`src/rtl/mem_rw_seq.sv`:
```
// mem_rw_seq: writes an incrementing data pattern into a block of RAM, then
// reads the block back and compares every word against the pattern. It
// reports the mismatch count, the first failing address and a pass flag.
module mem_rw_seq #(
    parameter int ADDR_W = 6,
    parameter int DATA_W = 32,
    parameter int RD_LAT = 1
) (
    input  logic              clk,
    input  logic              rst_n,
    input  logic              start,
    input  logic [ADDR_W-1:0] base_addr,
    input  logic [ADDR_W:0]   len,
    input  logic [DATA_W-1:0] seed,
    output logic              wea,
    output logic [ADDR_W-1:0] addra,
    output logic [DATA_W-1:0] dina,
    input  logic [DATA_W-1:0] douta,
    output logic              busy,
    output logic              done,
    output logic              pass,
    output logic [ADDR_W:0]   err_cnt,
    output logic [ADDR_W-1:0] err_addr
);

    localparam logic [ADDR_W:0] DEPTH = (ADDR_W+1)'(1) << ADDR_W;
    localparam logic [ADDR_W:0] ONE   = (ADDR_W+1)'(1);
    localparam logic [1:0]      DRAIN_LAST = 2'(RD_LAT - 1);

    typedef enum logic [2:0] {
        IDLE,
        WRITE,
        READ,
        DRAIN,
        DONE
    } state_t;

    state_t            state_q, state_d;
    logic [ADDR_W-1:0] base_q, base_d;
    logic [DATA_W-1:0] seed_q, seed_d;
    logic [ADDR_W:0]   n_q, n_d;
    logic [ADDR_W:0]   idx_q, idx_d;
    logic [1:0]        drain_q, drain_d;
    logic              wea_q, wea_d;
    logic [ADDR_W-1:0] addra_q, addra_d;
    logic [DATA_W-1:0] dina_q, dina_d;
    logic              busy_q, busy_d;
    logic              done_q, done_d;
    logic              pass_q, pass_d;
    logic [ADDR_W:0]   err_cnt_q, err_cnt_d;
    logic [ADDR_W-1:0] err_addr_q, err_addr_d;

    // Compare pipeline: one stage per cycle of RAM read latency. Stage 0 is
    // loaded at the edge where the RAM samples the read address.
    logic [RD_LAT-1:0]             pv_q;
    logic [RD_LAT-1:0][DATA_W-1:0] pe_q;
    logic [RD_LAT-1:0][ADDR_W-1:0] pa_q;

    logic [ADDR_W:0]   idx_inc;
    logic [ADDR_W:0]   n_eff;
    logic              last_word;
    logic              mismatch;

    assign idx_inc   = idx_q + ONE;
    assign n_eff     = (len > DEPTH) ? DEPTH : len;
    assign last_word = (idx_q == n_q - ONE);
    assign mismatch  = pv_q[RD_LAT-1] && (douta != pe_q[RD_LAT-1]);

    // Next-state and registered-output decode
    always_comb begin
        state_d    = state_q;
        base_d     = base_q;
        seed_d     = seed_q;
        n_d        = n_q;
        idx_d      = idx_q;
        drain_d    = drain_q;
        wea_d      = 1'b0;
        addra_d    = addra_q;
        dina_d     = dina_q;
        busy_d     = busy_q;
        done_d     = 1'b0;
        pass_d     = pass_q;
        err_cnt_d  = err_cnt_q + (ADDR_W+1)'(mismatch);
        err_addr_d = (mismatch && (err_cnt_q == '0)) ? pa_q[RD_LAT-1] : err_addr_q;

        case (state_q)
            IDLE: begin
                if (start) begin
                    base_d     = base_addr;
                    seed_d     = seed;
                    n_d        = n_eff;
                    idx_d      = '0;
                    err_cnt_d  = '0;
                    err_addr_d = '0;
                    pass_d     = 1'b0;
                    if (n_eff != '0) begin
                        state_d = WRITE;
                        wea_d   = 1'b1;
                        addra_d = base_addr;
                        dina_d  = seed;
                        busy_d  = 1'b1;
                    end else begin
                        // Empty run completes immediately with a clean result
                        state_d = DONE;
                        done_d  = 1'b1;
                        pass_d  = 1'b1;
                        busy_d  = 1'b0;
                    end
                end
            end
            WRITE: begin
                if (last_word) begin
                    // Read phase starts back at the first address; dina holds
                    state_d = READ;
                    idx_d   = '0;
                    addra_d = base_q;
                end else begin
                    idx_d   = idx_inc;
                    wea_d   = 1'b1;
                    addra_d = base_q + idx_inc[ADDR_W-1:0];
                    dina_d  = seed_q + DATA_W'(idx_inc);
                end
            end
            READ: begin
                if (last_word) begin
                    state_d = DRAIN;
                    drain_d = '0;
                end else begin
                    idx_d   = idx_inc;
                    addra_d = base_q + idx_inc[ADDR_W-1:0];
                end
            end
            DRAIN: begin
                if (drain_q == DRAIN_LAST) begin
                    // err_cnt_d already folds in the compare at this edge
                    state_d = DONE;
                    done_d  = 1'b1;
                    busy_d  = 1'b0;
                    pass_d  = (err_cnt_d == '0);
                end else begin
                    drain_d = drain_q + 2'd1;
                end
            end
            DONE: begin
                state_d = IDLE;
            end
            default: begin
                state_d = IDLE;
                busy_d  = 1'b0;
            end
        endcase
    end

    // Control and output registers
    always_ff @(posedge clk) begin
        if (!rst_n) begin
            state_q    <= IDLE;
            base_q     <= '0;
            seed_q     <= '0;
            n_q        <= '0;
            idx_q      <= '0;
            drain_q    <= '0;
            wea_q      <= 1'b0;
            addra_q    <= '0;
            dina_q     <= '0;
            busy_q     <= 1'b0;
            done_q     <= 1'b0;
            pass_q     <= 1'b0;
            err_cnt_q  <= '0;
            err_addr_q <= '0;
        end else begin
            state_q    <= state_d;
            base_q     <= base_d;
            seed_q     <= seed_d;
            n_q        <= n_d;
            idx_q      <= idx_d;
            drain_q    <= drain_d;
            wea_q      <= wea_d;
            addra_q    <= addra_d;
            dina_q     <= dina_d;
            busy_q     <= busy_d;
            done_q     <= done_d;
            pass_q     <= pass_d;
            err_cnt_q  <= err_cnt_d;
            err_addr_q <= err_addr_d;
        end
    end

    // Pipeline head: captures the read presented during the current cycle
    always_ff @(posedge clk) begin
        if (!rst_n) begin
            pv_q[0] <= 1'b0;
            pe_q[0] <= '0;
            pa_q[0] <= '0;
        end else begin
            pv_q[0] <= (state_q == READ);
            pe_q[0] <= seed_q + DATA_W'(idx_q);
            pa_q[0] <= addra_q;
        end
    end

    generate
        for (genvar gi = 1; gi < RD_LAT; gi++) begin : g_pipe
            // Delay stage matching one extra cycle of RAM read latency
            always_ff @(posedge clk) begin
                if (!rst_n) begin
                    pv_q[gi] <= 1'b0;
                    pe_q[gi] <= '0;
                    pa_q[gi] <= '0;
                end else begin
                    pv_q[gi] <= pv_q[gi-1];
                    pe_q[gi] <= pe_q[gi-1];
                    pa_q[gi] <= pa_q[gi-1];
                end
            end
        end
    endgenerate

    assign wea      = wea_q;
    assign addra    = addra_q;
    assign dina     = dina_q;
    assign busy     = busy_q;
    assign done     = done_q;
    assign pass     = pass_q;
    assign err_cnt  = err_cnt_q;
    assign err_addr = err_addr_q;

endmodule

```
`config.mk`:
```
export PLATFORM = sky130hd
export DESIGN_NAME = mem_rw_seq
export DESIGN_NICKNAME = d
export VERILOG_FILES = /design/src/rtl/mem_rw_seq.sv
export SDC_FILE = /design/constraint.sdc
export NUM_CORES = 1
export LEC_CHECK = 0
export ABC_CLOCK_PERIOD_IN_PS = 2950
export CORE_AREA = 2 2 94 186
export DETAILED_ROUTE_END_ITERATION = 8
export DIE_AREA = 0 0 96 188
export GPL_TIMING_DRIVEN = 0
export PLACE_DENSITY = 0.78
export SLEW_MARGIN = 10
export SYNTH_ARGS = -nofsm -noshare
export SYNTH_HDL_FRONTEND = slang
export SYNTH_SLANG_ARGS = --single-unit
```
`constraint.sdc`:
```
create_clock -name clk -period 2.95 [get_ports clk]
set_input_delay 0.295 -clock clk [delete_from_list [all_inputs] [get_ports clk]]
set_output_delay 0.295 -clock clk [all_outputs]
set_load 0.005 [all_outputs]
```
## After elaboration in Yosys (flattened, before gate mapping)

Index checks and enable logic that the tools add are counted.
W data, S select, Z words.

- Bitwise gates (word level): 1
- $add $sub $neg: 7
- Multiplexer cells: 42
- Order comparisons: 1
- Equal/unequal tests: 14
- Reductions and logical operators: 20

Operator list:

| kind | number |
|---|---|
| $mux W32 | 3 |
| $add A32 B7 Y32 | 2 |
| $pmux W32 S2 | 1 |
| $mux W6 | 7 |
| $mux W7 | 6 |
| $ne A32 B32 Y1 | 1 |
| $pmux W7 S3 | 1 |
| $pmux W6 S3 | 1 |
| $ne A2 B2 Y1 const B | 8 |
| $mux W3 | 5 |
| $logic_not A7 Y1 | 2 |
| $pmux W3 S4 | 1 |
| $reduce_and A3 Y1 | 4 |
| $reduce_and A4 Y1 | 3 |
| $mux W1 | 10 |
| $add A7 B1 Y7 | 1 |
| $add A7 B1 Y7 const B | 1 |
| $eq A7 B7 Y1 | 1 |
| $gt A7 B7 Y1 const B | 1 |
| $reduce_bool A7 Y1 | 1 |
| $sub A7 B1 Y7 const B | 1 |
| $add A6 B6 Y6 | 1 |
| $eq A3 B2 Y1 const B | 2 |
| $pmux W1 S2 | 3 |
| other kinds (14) | 18 |

- Output and inout port bits: 55
- Input bits: 80
- Register bits: 151

## Logic depth before layout (Yosys ltp)

Gate-level depths: netlist of run 1.

- Depth after elaboration: 6
- Mapped depth: 13
- Depth with buffers taken out: 13

## Worst setup path after synthesis of run 1

Ideal clock, no wire load.

- Path type: reg-to-reg
- From: register idx_q[0]
- To: register dina_q[20] (netlist: dina[20])
- Stages on the path, launching flop included: 12
- Slack: -0.045 ns
- Path buffers: 0
- Required time: 2.859 ns
- Arrival time: 2.904 ns
- Clock period less this slack: 2.995 ns
- Path through: dfxtp_1 -> ha_1 -> nand3_1 -> xnor2_1 -> ha_1 -> o21ai_0 -> o21a_1 -> nor4_1 -> nor3b_1 -> xnor2_1 -> nor2_1 -> a311oi_1

- Longest elaborated chain between the ends: 4
- Elaborated cells between the ends (all ways): 7
- Classes of those cells: add/sub: 2; eq/ne: 2; mux: 2; reduce/logical: 1

RTL lines:

| what | line | text |
|---|---|---|
| start, declared | 42 | `logic [ADDR_W:0] idx_q, idx_d;` |
| start signal, assigned | 176 | `idx_q <= idx_d;` |
| $add A7 B1 Y7 | 64 | `assign idx_inc = idx_q + ONE;` |
| $add A32 B7 Y32 | 121 | `dina_d = seed_q + DATA_W'(idx_inc);` |
| $mux W32 | 112 | `if (last_word) begin` |
| $pmux W32 S2 | 86 | `case (state_q)` |
| end signal, assigned | 180 | `dina_q <= dina_d;` |
| end, declared | 46 | `logic [DATA_W-1:0] dina_q, dina_d;` |

Parallel ways exist; a longest one is shown, timed or not. The select of a mux whose other input is x is not followed.
A chain may end at the register's enable or synchronous reset.

## Worst setup path in the final report of run 1

- From: register seed_q[12]
- To: register pe_q[31] (netlist bit)

- Longest elaborated chain between the ends: 1

RTL lines:

| what | line | text |
|---|---|---|
| start, declared | 40 | `logic [DATA_W-1:0] seed_q, seed_d;` |
| start signal, assigned | 159 | `seed_q <= '0;` |
| start signal, assigned | 174 | `seed_q <= seed_d;` |
| $add A32 B7 Y32 | 197 | `pe_q[0] <= seed_q + DATA_W'(idx_q);` |
| end, declared | 56 | `logic [RD_LAT-1:0][DATA_W-1:0] pe_q;` |

Every way passes these cells.

==> impl_results.md, run 1 <==
* Synthesized flop and latch total at around 150
* First-pass GRT wire length at a little over 40,000 um
* DR iter-0 viols at roughly 610
* Power share of the clock group at 0.339
* Post-synth top cells: nand2_1 (152), dfxtp_1 (151), nor2_1 (102)
* DRC at 0
* Max transition margin at 0.472
* CTS tree: built
* Cts bufs inserted at 17
* R2R Path Start: seed_q[12]
* Run status: complete, no violations
* CTS hold repair buffers at 0
* Clock latency on the worst-skew pair at roughly 0.43 ns
* Synth Cell Area at approximately 8000 sq um
* Logic gate share of total power at 0.281
* Critical path startpoint category: flip-flop
* All-Layer GR Usage at 0.305
* Final hold vios at 0
* Power Density at approximately 630 nW/um^2
* Synth Flop Type: dfxtp_1
* Clock sink count at roughly 150
* Sw Ratio at 0.326
* Post-route minimum period at approximately 2.9 ns
* Post-Synthesis Net Count at between 1,000 and 1,500
* CP startpoint: seed_q[12]
* Yosys warning count at 0
* Synth-to-Final Area Change at 30.9%
* Chip width at 96 um
* Initial antenna violation count at 0
* Port Buffers at ~130
* Largest vdd supply drop at 0.000407 V
* Final worst path period share at 0.979
* FFs w/ async S/R, synth at 0
* Placer Congestion at 1.01
* Most frequent cell after synthesis: nand2_1
* Antenna cells at 0
* Root Driver: clkbuf_16
* GRT overflow at 0
* Via count at around 8,100
* Std cell rows at 67
* Crit Path Max Fanout at 10
* Setup TNS at 0 ns
* Synth area leader: dfxtp_1
* Hold Crit Class: flip-flop to flip-flop
* Drt first pass iters at 5
* Crit path capture type: flip-flop
* Hold_sp: addra[2]
* Yosys cell types at 68
* Cell leakage power at 3.94 nW
* Final Power at ~0.0066 W
* Die area at between 15,000 and 20,000 sq um
* Share of power burned in registers at 0.379
* Max_cap viols at 0
* Pin count of the biggest net entering global routing at 17
* Post-DR wirelength/cell at 19.8 um
* Starting Density at 0.480
* Internal power at 0.00443 W
* Buffers from clock root to sink, at most at 2
* H-tree Lvls at 4
* WL final at about 27,000 um
* Crit path arrival time at between 3 and 4 ns
* Number of synthesized flops with an enable pin at 0
* Total Nets Final at 1,265
* Synth area leaders: dfxtp_1 (38%), xnor2_1 (7.8%), nand2_1 (7.1%)
* NetSw at between 0.002 and 0.0025 W
* Yosys top cell area share at 0.377
* # IOs at 135
* Worst Path Required at around 3.3 ns
* Critical path class: flip-flop to flip-flop
* Sequential element share of the synthesized area at 0.377
* Achievable Freq at 346 MHz
* Share of cells above drive strength 1 at 0.0811
* Slew Viols, Final at 0
* Clock Pin Slew Worst Setup and Hold Paths at 0.07 ns
* Die span in y at ~190 um
* Vias in the first global route at around 8,000
* DPL Wire Length at between 20,000 and 25,000 um
* Mean Syn Cell Area at around 8.0 sq um
* Final Skew at between 0.01 and 0.015 ns
* ANT nets after route at 0
* Final setup vio count at 0
* Post-synthesis instance total at approximately 1,000
* CORE AREA at ~17,000 sq um
* Vias per std cell at 5.88
* Least-Margin Pin Slew at approximately 0.79 ns
-- state kept, by name (all words and copies together), names as in the netlist --
| signal | flops |
|---|---|
| pass | 1 |
| pa_q | 6 |
| drain_q | 2 |
| state_q | 3 |
| n_q | 7 |
| busy | 1 |
| err_cnt | 7 |
| dina | 32 |
| wea | 1 |
| base_q | 6 |
| pv_q | 1 |
| idx_q | 7 |
| addra | 6 |
| seed_q | 32 |
| pe_q | 32 |
| done | 1 |
| err_addr | 6 |
-- power groups by stage --
| stage | combinational (W) | sequential [W] | clock (W) |
|---|---|---|---|
| after CTS | 0.00181 | 0.00249 | 0.00223 |
| after global routing | 0.00199 | 0.00252 | 0.00232 |
| after global placement | 0.00177 | 0.00252 | 0 |
| final | 0.00185 | 0.00249 | 0.00223 |
| after detailed placement | 0.00179 | 0.00253 | 0 |
| after floorplan | 0.000993 | 0.00248 | 0 |
-- cell type report --
class                   count  area, sq um
fillers                  1428         6190
well taps                 207          259
flip-flops and latches    151         3040
multi-input cells         761         4820
inverters                  26         97.6
repair buffers            144         1420
plain buffers              57          256
clock buffers              20          447
clock inverters            12          153
-- final timing paths --
check / end / slack, ns / cells past startpoint
max: pe_q[31] / 0.06 / 7
min: pa_q[2] / 0.45 / 2
max reg2reg: pe_q[31] / 0.06 / 7
min reg2reg: pa_q[2] / 0.45 / 2
-- per-stage QoR --
step	std cells	setup WS [ns]	instance area (sq um)	hold slack (ns)	utilization
after global placement	1338	-0.814	9620	0.443	0.577
after floorplan	997	0.124	8020	0.431	-
after detailed placement	1338	-0.827	9620	0.449	0.577
final	1378	0.0614	10500	0.451	0.629
after global routing	1378	-0.0321	10500	0.462	0.629
after CTS	1376	0.00316	10300	0.436	0.620
-- critical path, stage by stage, from the launching register on --
cell and delay, ns:
dfxtp_1 0.31, clkbuf_1 0.32, nand3_1 0.30, nor3_2 0.73
and2_1 0.32, nand3_1 0.16, or3_1 0.34, a21oi_1 0.28
-- metal layers --
metal / up-vias / share of wire / track usage
met5: - / 0 / 0
met4: 0 / 0.084 / 0.229
met3: 138 / 0.058 / 0.0442
met2: 394 / 0.52 / 0.539
met1: 3787 / 0.33 / 0.310
li1: 3785 / - / -
-- cell usage in the layout (no fill, tap or decap), types with 4 or more instances in the layout --
master,n
nand2_1,151
dfxtp_1,146
clkdlybuf4s50_1,134
nor2_1,101
a21oi_1,73
xnor2_1,68
clkbuf_1,48
nand3_1,41
xor2_1,37
o21ai_0,37
nand4_1,27
inv_1,25
ha_1,21
clkbuf_16,17
nor3_1,14
o211ai_1,14
and3_1,13
buf_4,10
nand3b_1,9
a311oi_1,9
and2_1,8
nand2b_1,7
o31ai_1,7
nor4_1,7
a211oi_1,7
o22ai_1,7
mux2i_1,6
o21ai_1,5
a21o_1,5
nor2b_1,4
buf_6,4
a31oi_1,4
buf_2,4
and4_1,4
clkinv_2,4
clkinv_4,4
-- cell families (layout without fill, tap and decap cells) --
logic type / Yosys count / in the layout / synth area share
and+or+nand+nor: 413 / 413 / 0.240
AOI/OAI and AO/OA: 204 / 204 / 0.162
DFF: 151 / 151 / 0.377
xor gates and xnor gates: 111 / 111 / 0.123
buffers and inverters: 85 / 259 / 0.0451
adders and majority gates: 27 / 27 / 0.0450
muxes: 6 / 6 / 0.00750
-- timing repair --
item                                    4_1_cts  5_1_grt
gates resized for setup                      17       29
endpoints found under the setup margin       25       27
gates cloned                                  0        0
buffers inserted                              8        2
pin swaps                                     3        5
(Power assumes the default switching activity.)
==> run 2: changes to the inputs <==
CORE_AREA = 2 2 112 157   (was 2 2 94 186)
DIE_AREA = 0 0 114 159   (was 0 0 96 188)
GPL_ROUTABILITY_DRIVEN = 0   (was default)
MAX_ROUTING_LAYER = met4   (was default)
==> run 2 against run 1 <==
Net effect: non-clock buffer count shrank 4; highest routed layer unchanged; critical endpoint is now dina[14]; first-iteration DRC count grew 16%; clock power shrank 4%; final cell count shrank 0.58%; routed wire length shrank 2.9%.
==> impl_results.md, run 2 (same netlist as run 1, synthesis figures left out) <==
* Worst Path Required at 3.31 ns (+0.05 ns)
* Final hold vios at 0 (unchanged)
* Cell leakage power at 3.90 nW (-1.0%)
* Critical path class: flip-flop to flip-flop
* CTS tree: built
* Pin count of the biggest net entering global routing at 17 (unchanged)
* Least-Margin Pin Slew at 0.878 ns (+0.0908 ns)
* Root Driver: clkbuf_16
* Cts bufs inserted at 17 (unchanged)
* # IOs at 135 (unchanged)
* Buffers from clock root to sink, at most at 2 (unchanged)
* Port Buffers at 134 (unchanged)
* Via count at 8,160 (+0.69%)
* Metal-1 WL at 9410 um (+3.1%)
* Final setup vio count at 0 (unchanged)
* Layout fillers at 1,417 (-0.77%)
* Critical path startpoint category: flip-flop
* CP top delay family: simple AND/OR/NAND/NOR gates
* Slew Viols, Final at 0 (unchanged)
* Post-DR wirelength/cell at 19.3 um (-2.3%)
* Power Density at 620 nW/um^2 (-1.0%)
* Setup TNS at 0 ns (unchanged)
* Achievable Freq at 344 MHz (-0.62%)
* Total Nets Final at 1,261 (-0.32%)
* Synth-to-Final Area Change at 30.5%
* Worst path bufs/invs at 1 (unchanged)
* Max transition margin at 0.414 (-0.0577)
* Placed cells at 1,334 (-0.30%)
* Vias per std cell at 5.96 (+1.3%)
* Run status: complete, no violations
* Hold Crit Class: primary input to flip-flop
* Final worst path period share at 0.985 (+0.00609)
* H-tree Lvls at 4 (unchanged)
* Crit path capture type: flip-flop
* Max stage delay cell, worst path: dfxtp_4
* First-pass GRT wire length at 40,200 um (-2.7%)
* NetSw at 0.00220 W (+2.6%)
* Worst path max stage delay at 0.40 ns (-0.33 ns)
* Largest vdd supply drop at 0.000342 V (-16%)
* CORE AREA at 16,700 sq um (about the same)
* Met2 wire length at 13,000 um (-8.9%)
* Max_cap viols at 0 (unchanged)
* Hold_ws at 0.445 ns (-0.00625 ns)
* Clock sink count at 151 (unchanged)
* Chip width at 114 um (+19%)
* Post-Place Worst Slack at -0.706 ns (+0.121 ns)
* Starting Density at 0.480 (about the same)
* Post-route insts no fill at 1,370 (-0.58%)
* DRC at 0 (unchanged)
* Clock Pin Slew Worst Setup and Hold Paths at 0.07 ns (about the same)
* DPL Wire Length at 19,500 um (-7.3%)
* DR iter-0 viols at 713 (+16%)
* Met3 WL at 2140 um (+35%)
* Crit Path Max Fanout at 8 (-2)
* Post-route minimum period at 2.91 ns (+0.0180 ns)
* Share of cells above drive strength 1 at 0.0805 (-0.000579)
* CTS hold repair buffers at 0 (unchanged)
* Share of power burned in registers at 0.384 (+0.005)
* Die span in y at 159 um (-15%)
* Antenna cells at 0 (unchanged)
* CP cell instances: ha_4 -> nand3_4 -> nor2_2 -> xor2_2 -> ha_2 -> o21ai_0 -> and2_2 -> nor3b_4 -> buf_4 -> nand2_1 -> xor2_1 -> a211o_1 -> a21oi_1
* Clock latency on the worst-skew pair at 0.43 ns (about the same)
* WL final at 26,500 um (-2.9%)
* Sw Ratio at 0.338 (+0.0129)
* Vias in the first global route at 7,883 (+0.32%)
* Die area at 18,100 sq um (+0.43%)
* ANT nets after route at 0 (unchanged)
* Final Skew at 0.0118 ns (+0.00180 ns)
* Crit path arrival time at 3.26 ns (+0.06 ns)
* GRT overflow at 0 (unchanged)
* All-Layer GR Usage at 0.292 (-0.0130)
* Internal power at 0.00429 W (-3.2%)
* Power share of the clock group at 0.332 (-0.007)
* Drt first pass iters at 6 (+1)
* Logic gate share of total power at 0.285 (+0.004)
* Most frequent cells in the layout: nand2_1 (151), dfxtp_1 (146), clkdlybuf4s50_1 (134)
* Initial antenna violation count at 0 (unchanged)
* R2r setup slk at 0.04 ns (-0.02 ns)
* Most common cell after layout, fill and taps aside: nand2_1
* Std cell rows at 56 (-16%)
* Setup WS post-layout at 0.0434 ns (-0.0180 ns)
* DR top layer: met4
==> run 2: cell count changes in the layout (fill, tap and decap cells not counted), moves of 2 or more <==
cell,previous run,this run
buf_4,10,7
bufinv_16,3,1
clkbuf_1,48,46
clkinv_2,4,0
clkinvlp_4,1,5
ha_1,21,19
inv_6,0,2
inv_8,0,2
==> run 2: area by class of cell <==
class | instances | area (sq um) | area share
clock buffer | 18 | 439 | 0.0420
clock inverter | 14 | 143 | 0.0136
multi-input combinational | 761 | 4840 | 0.463
timing repair buffer | 140 | 1390 | 0.133
buffer | 57 | 256 | 0.0245
inverter | 26 | 97.6 | 0.00933
tap | 203 | 254 | 0.0243
sequential | 151 | 3040 | 0.291
==> run 2: final timing paths <==
path | endpoint | start | cells past startpoint
setup / recovery | dina[14] | idx_q[0] | 13
hold / removal | seed_q[22] | seed[22] | 3
setup reg to reg | dina[14] | idx_q[0] | 13
hold reg to reg | dina[11] | dina[11] | 2
==> run 2: worst min-delay path, stage by stage <==
cell and delay [ns]:
clkdlybuf4s50_1 0.42, nand2_1 0.06, a21oi_1 0.05
==> run 2: layer usage <==
| layer | vias to the layer above | global-route usage |
|---|---|---|
| li1 | 3777 | - |
| met1 | 3759 | 0.316 |
| met2 | 484 | 0.486 |
| met3 | 140 | 0.0567 |
| met4 | 0 | 0.185 |
| met5 | - | - |
==> run 2: per-stage QoR <==
stage / power (W) / instance area, sq um / utilization
after floorplan: 0.00348 / 8020 / -
after global placement: 0.00426 / 9610 / 0.576
after detailed placement: 0.00429 / 9610 / 0.576
after CTS: 0.00643 / 10300 / 0.618
after global routing: 0.00674 / 10500 / 0.627
final: 0.00649 / 10500 / 0.627
==> run 2: power groups by stage <==
stage	sequential (W)	combinational (W)	clock, W
finish	0.00249	0.00185	0.00215
global route	0.00251	0.00199	0.00225
CTS	0.00248	0.00179	0.00216
detailed placement	0.00252	0.00177	0
global placement	0.00252	0.00174	0
floorplan	0.00248	0.000993	0
==> run 2: what timing repair did <==
item / in CTS / in global routing
endpoints found under the setup margin: 21 / 29
setup buffers: 4 / 2
resized for setup: 21 / 26
pin swaps: 4 / 11
cloned: 0 / 0
==> run 3: changes to the inputs <==
ABC_CLOCK_PERIOD_IN_PS = 2850   (was 2950)
CELL_PAD_IN_SITES_DETAIL_PLACEMENT = 1   (was default)
CELL_PAD_IN_SITES_GLOBAL_PLACEMENT = 2   (was default)
CORE_AREA = 2 2 139 196   (was 2 2 112 157)
DIE_AREA = 0 0 141 198   (was 0 0 114 159)
PLACE_DENSITY = 0.81   (was 0.78)
RECOVER_POWER = 25   (was default)
clock period = 2.85 ns   (was 2.95 ns; I/O delays follow)
==> run 3 against run 2 <==
Net effect: power increased by 8.8%; sequential cell count unchanged; non-clock buffer count rose by 12; critical endpoint is now addra[4]; critical path depth is 4 lower; clock power is 16% higher; die area up 54%; first-iteration DRC count down 42%; clock-buffer cell count increased by 3.
==> impl_results.md, run 3 (same netlist as run 1, synthesis figures left out) <==
* Cell leakage power at 4.18 nW (+7.3%)
* Std cell rows at 71 (+27%)
* Buffers from clock root to sink, at most at 2 (unchanged)
* Port Buffers at 134 (unchanged)
* Setup WS post-layout at 0.0602 ns (+0.0168 ns)
* Pin count of the biggest net entering global routing at 17 (unchanged)
* Crit path capture type: flip-flop
* First-pass GRT wire length at 47,500 um (+18%)
* Vias in the first global route at 8,256 (+4.7%)
* Hold Crit Class: primary input to flip-flop
* Crit path arrival time at 3.10 ns (-0.16 ns)
* Final setup vio count at 0 (unchanged)
* Most frequent cells in the layout: nand2_1 (151), dfxtp_1 (142), nor2_1 (101)
* ANT nets after route at 0 (unchanged)
* Clock Pin Slew Worst Setup and Hold Paths at 0.06 ns (about the same)
* Drt first pass iters at 4 (-2)
* Critical path startpoint category: flip-flop
* WHS Path Cells at 3 (unchanged)
* Hold EP: seed_q[26]
* Max_cap viols at 0 (unchanged)
* Crit Path Max Fanout at 9 (+1)
* # IOs at 135 (unchanged)
* H-tree Lvls at 4 (unchanged)
* Worst Path Required at 3.16 ns (-0.15 ns)
* Share of cells above drive strength 1 at 0.105 (+0.0240)
* Final Power at 0.00706 W (+8.8%)
* Reg2reg end: addra[4]
* All-Layer GR Usage at 0.233 (-0.0599)
* Post-route insts no fill at 1,506 (+9.9%)
* Path depth of the worst reg2reg path at 9 (-4)
* Largest vdd supply drop at 0.000467 V (+36%)
* Post-route minimum period at 2.79 ns (-0.117 ns)
* Post-Place Worst Slack at -0.995 ns (-0.289 ns)
* Slew Viols, Final at 0 (unchanged)
* DR iter-0 viols at 413 (-42%)
* Max transition margin at 0.421 (+0.00654)
* CTS tree: built
* Hold_ws at 0.437 ns (-0.00765 ns)
* Initial antenna violation count at 1 (+1)
* Power Density at 646 nW/um^2 (+4.1%)
* Via count at 7,870 (-3.6%)
* Root Driver: clkbuf_16
* R2R Path Start: n_q[2]
* Least-Margin Pin Slew at 0.869 ns (-0.00981 ns)
* Clock sink count at 151 (unchanged)
* Final worst path period share at 0.979 (-0.00642)
* R2r setup slk at 0.06 ns (+0.02 ns)
* Starting Density at 0.304 (-0.177)
* DRC at 0 (unchanged)
* GRT overflow at 0 (unchanged)
* Synth-to-Final Area Change at 36.5%
* Vias per std cell at 5.23 (-12%)
* Hold_sp: seed[26]
* Run status: complete, no violations
* Placed cells at 1,459 (+9.4%)
* Chip width at 141 um (+24%)
* Final hold vios at 0 (unchanged)
* Die span in y at 198 um (+25%)
* Total Nets Final at 1,273 (+0.95%)
* DPL Wire Length at 23,900 um (+23%)
* CORE AREA at 26,400 sq um (+58%)
* Cts bufs inserted at 17 (unchanged)
* Achievable Freq at 358 MHz (+4.2%)
* Final Skew at 0.0119 ns (+0.0000673 ns)
* Post-DR wirelength/cell at 20.7 um (+7.4%)
* WL final at 31,200 um (+18%)
* Most common cell after layout, fill and taps aside: nand2_1
* Clock latency on the worst-skew pair at 0.44 ns (about the same)
* Die area at 27,900 sq um (+54%)
* Critical path class: flip-flop to flip-flop
-- run 3: final cells by class --
cell class,instances,area (sq um)
fill,3126,15500
multi-input combinational,761,4990
sequential,151,3040
timing repair buffer,151,1470
clock buffer,21,460
tap,328,410
buffer,58,279
clock inverter,9,174
inverter,26,97.6
antenna,1,2.50
-- run 3: timing repair --
item | 4_1_cts | 5_1_grt
setup endpoints to repair | 37 | 39
pin swaps | 10 | 23
hold buffers | 0 | 0
buffers inserted | 11 | 6
resized for setup | 46 | 45
cloned | 0 | 0
-- run 3: worst max path at each step --
stage              from  endpoint  slack [ns]
6_report         n_q[2]  addra[4]        0.06
5_1_grt        idx_q[0]  pe_q[20]       -0.03
4_1_cts        idx_q[0]  pe_q[20]       0.002
3_5_place_dp   idx_q[3]  dina[14]       -0.99
3_3_place_gp   idx_q[0]  dina[14]       -0.96
2_1_floorplan  idx_q[0]  dina[20]        0.02
-- run 3: critical path, stage by stage (launching register included) --
cell and delay (ns):
dfxtp_1 0.31, buf_6 0.13, or3_4 0.38, or4_4 0.52
a31o_4 0.26, a211oi_4 0.33, buf_6 0.21, a21oi_1 0.09
o311ai_2 0.32, o21ai_1 0.11
-- run 3: routing by layer --
metal,wire length (um),share of wire,GRT usage
met1,12600,0.40,0.251
met2,16800,0.54,0.429
met3,802,0.026,0.0331
met4,967,0.031,0.0889
met5,0,0,-
-- run 3: where the power goes --
| part | internal (W) | switching, W |
|---|---|---|
| Combinational | 0.000819 | 0.00115 |
| Sequential | 0.00238 | 0.000219 |
| Clock | 0.00159 | 0.000903 |
| Total | 0.00478 | 0.00228 |
-- run 3: per-stage QoR --
stage / area [sq um] / utilization / TNS (ns)
after floorplan: 8020 / - / 0
after global placement: 9770 / 0.370 / -14.02
after detailed placement: 9770 / 0.370 / -16.04
after CTS: 10700 / 0.405 / 0
after global routing: 10900 / 0.414 / -0.0275
final: 10900 / 0.414 / 0
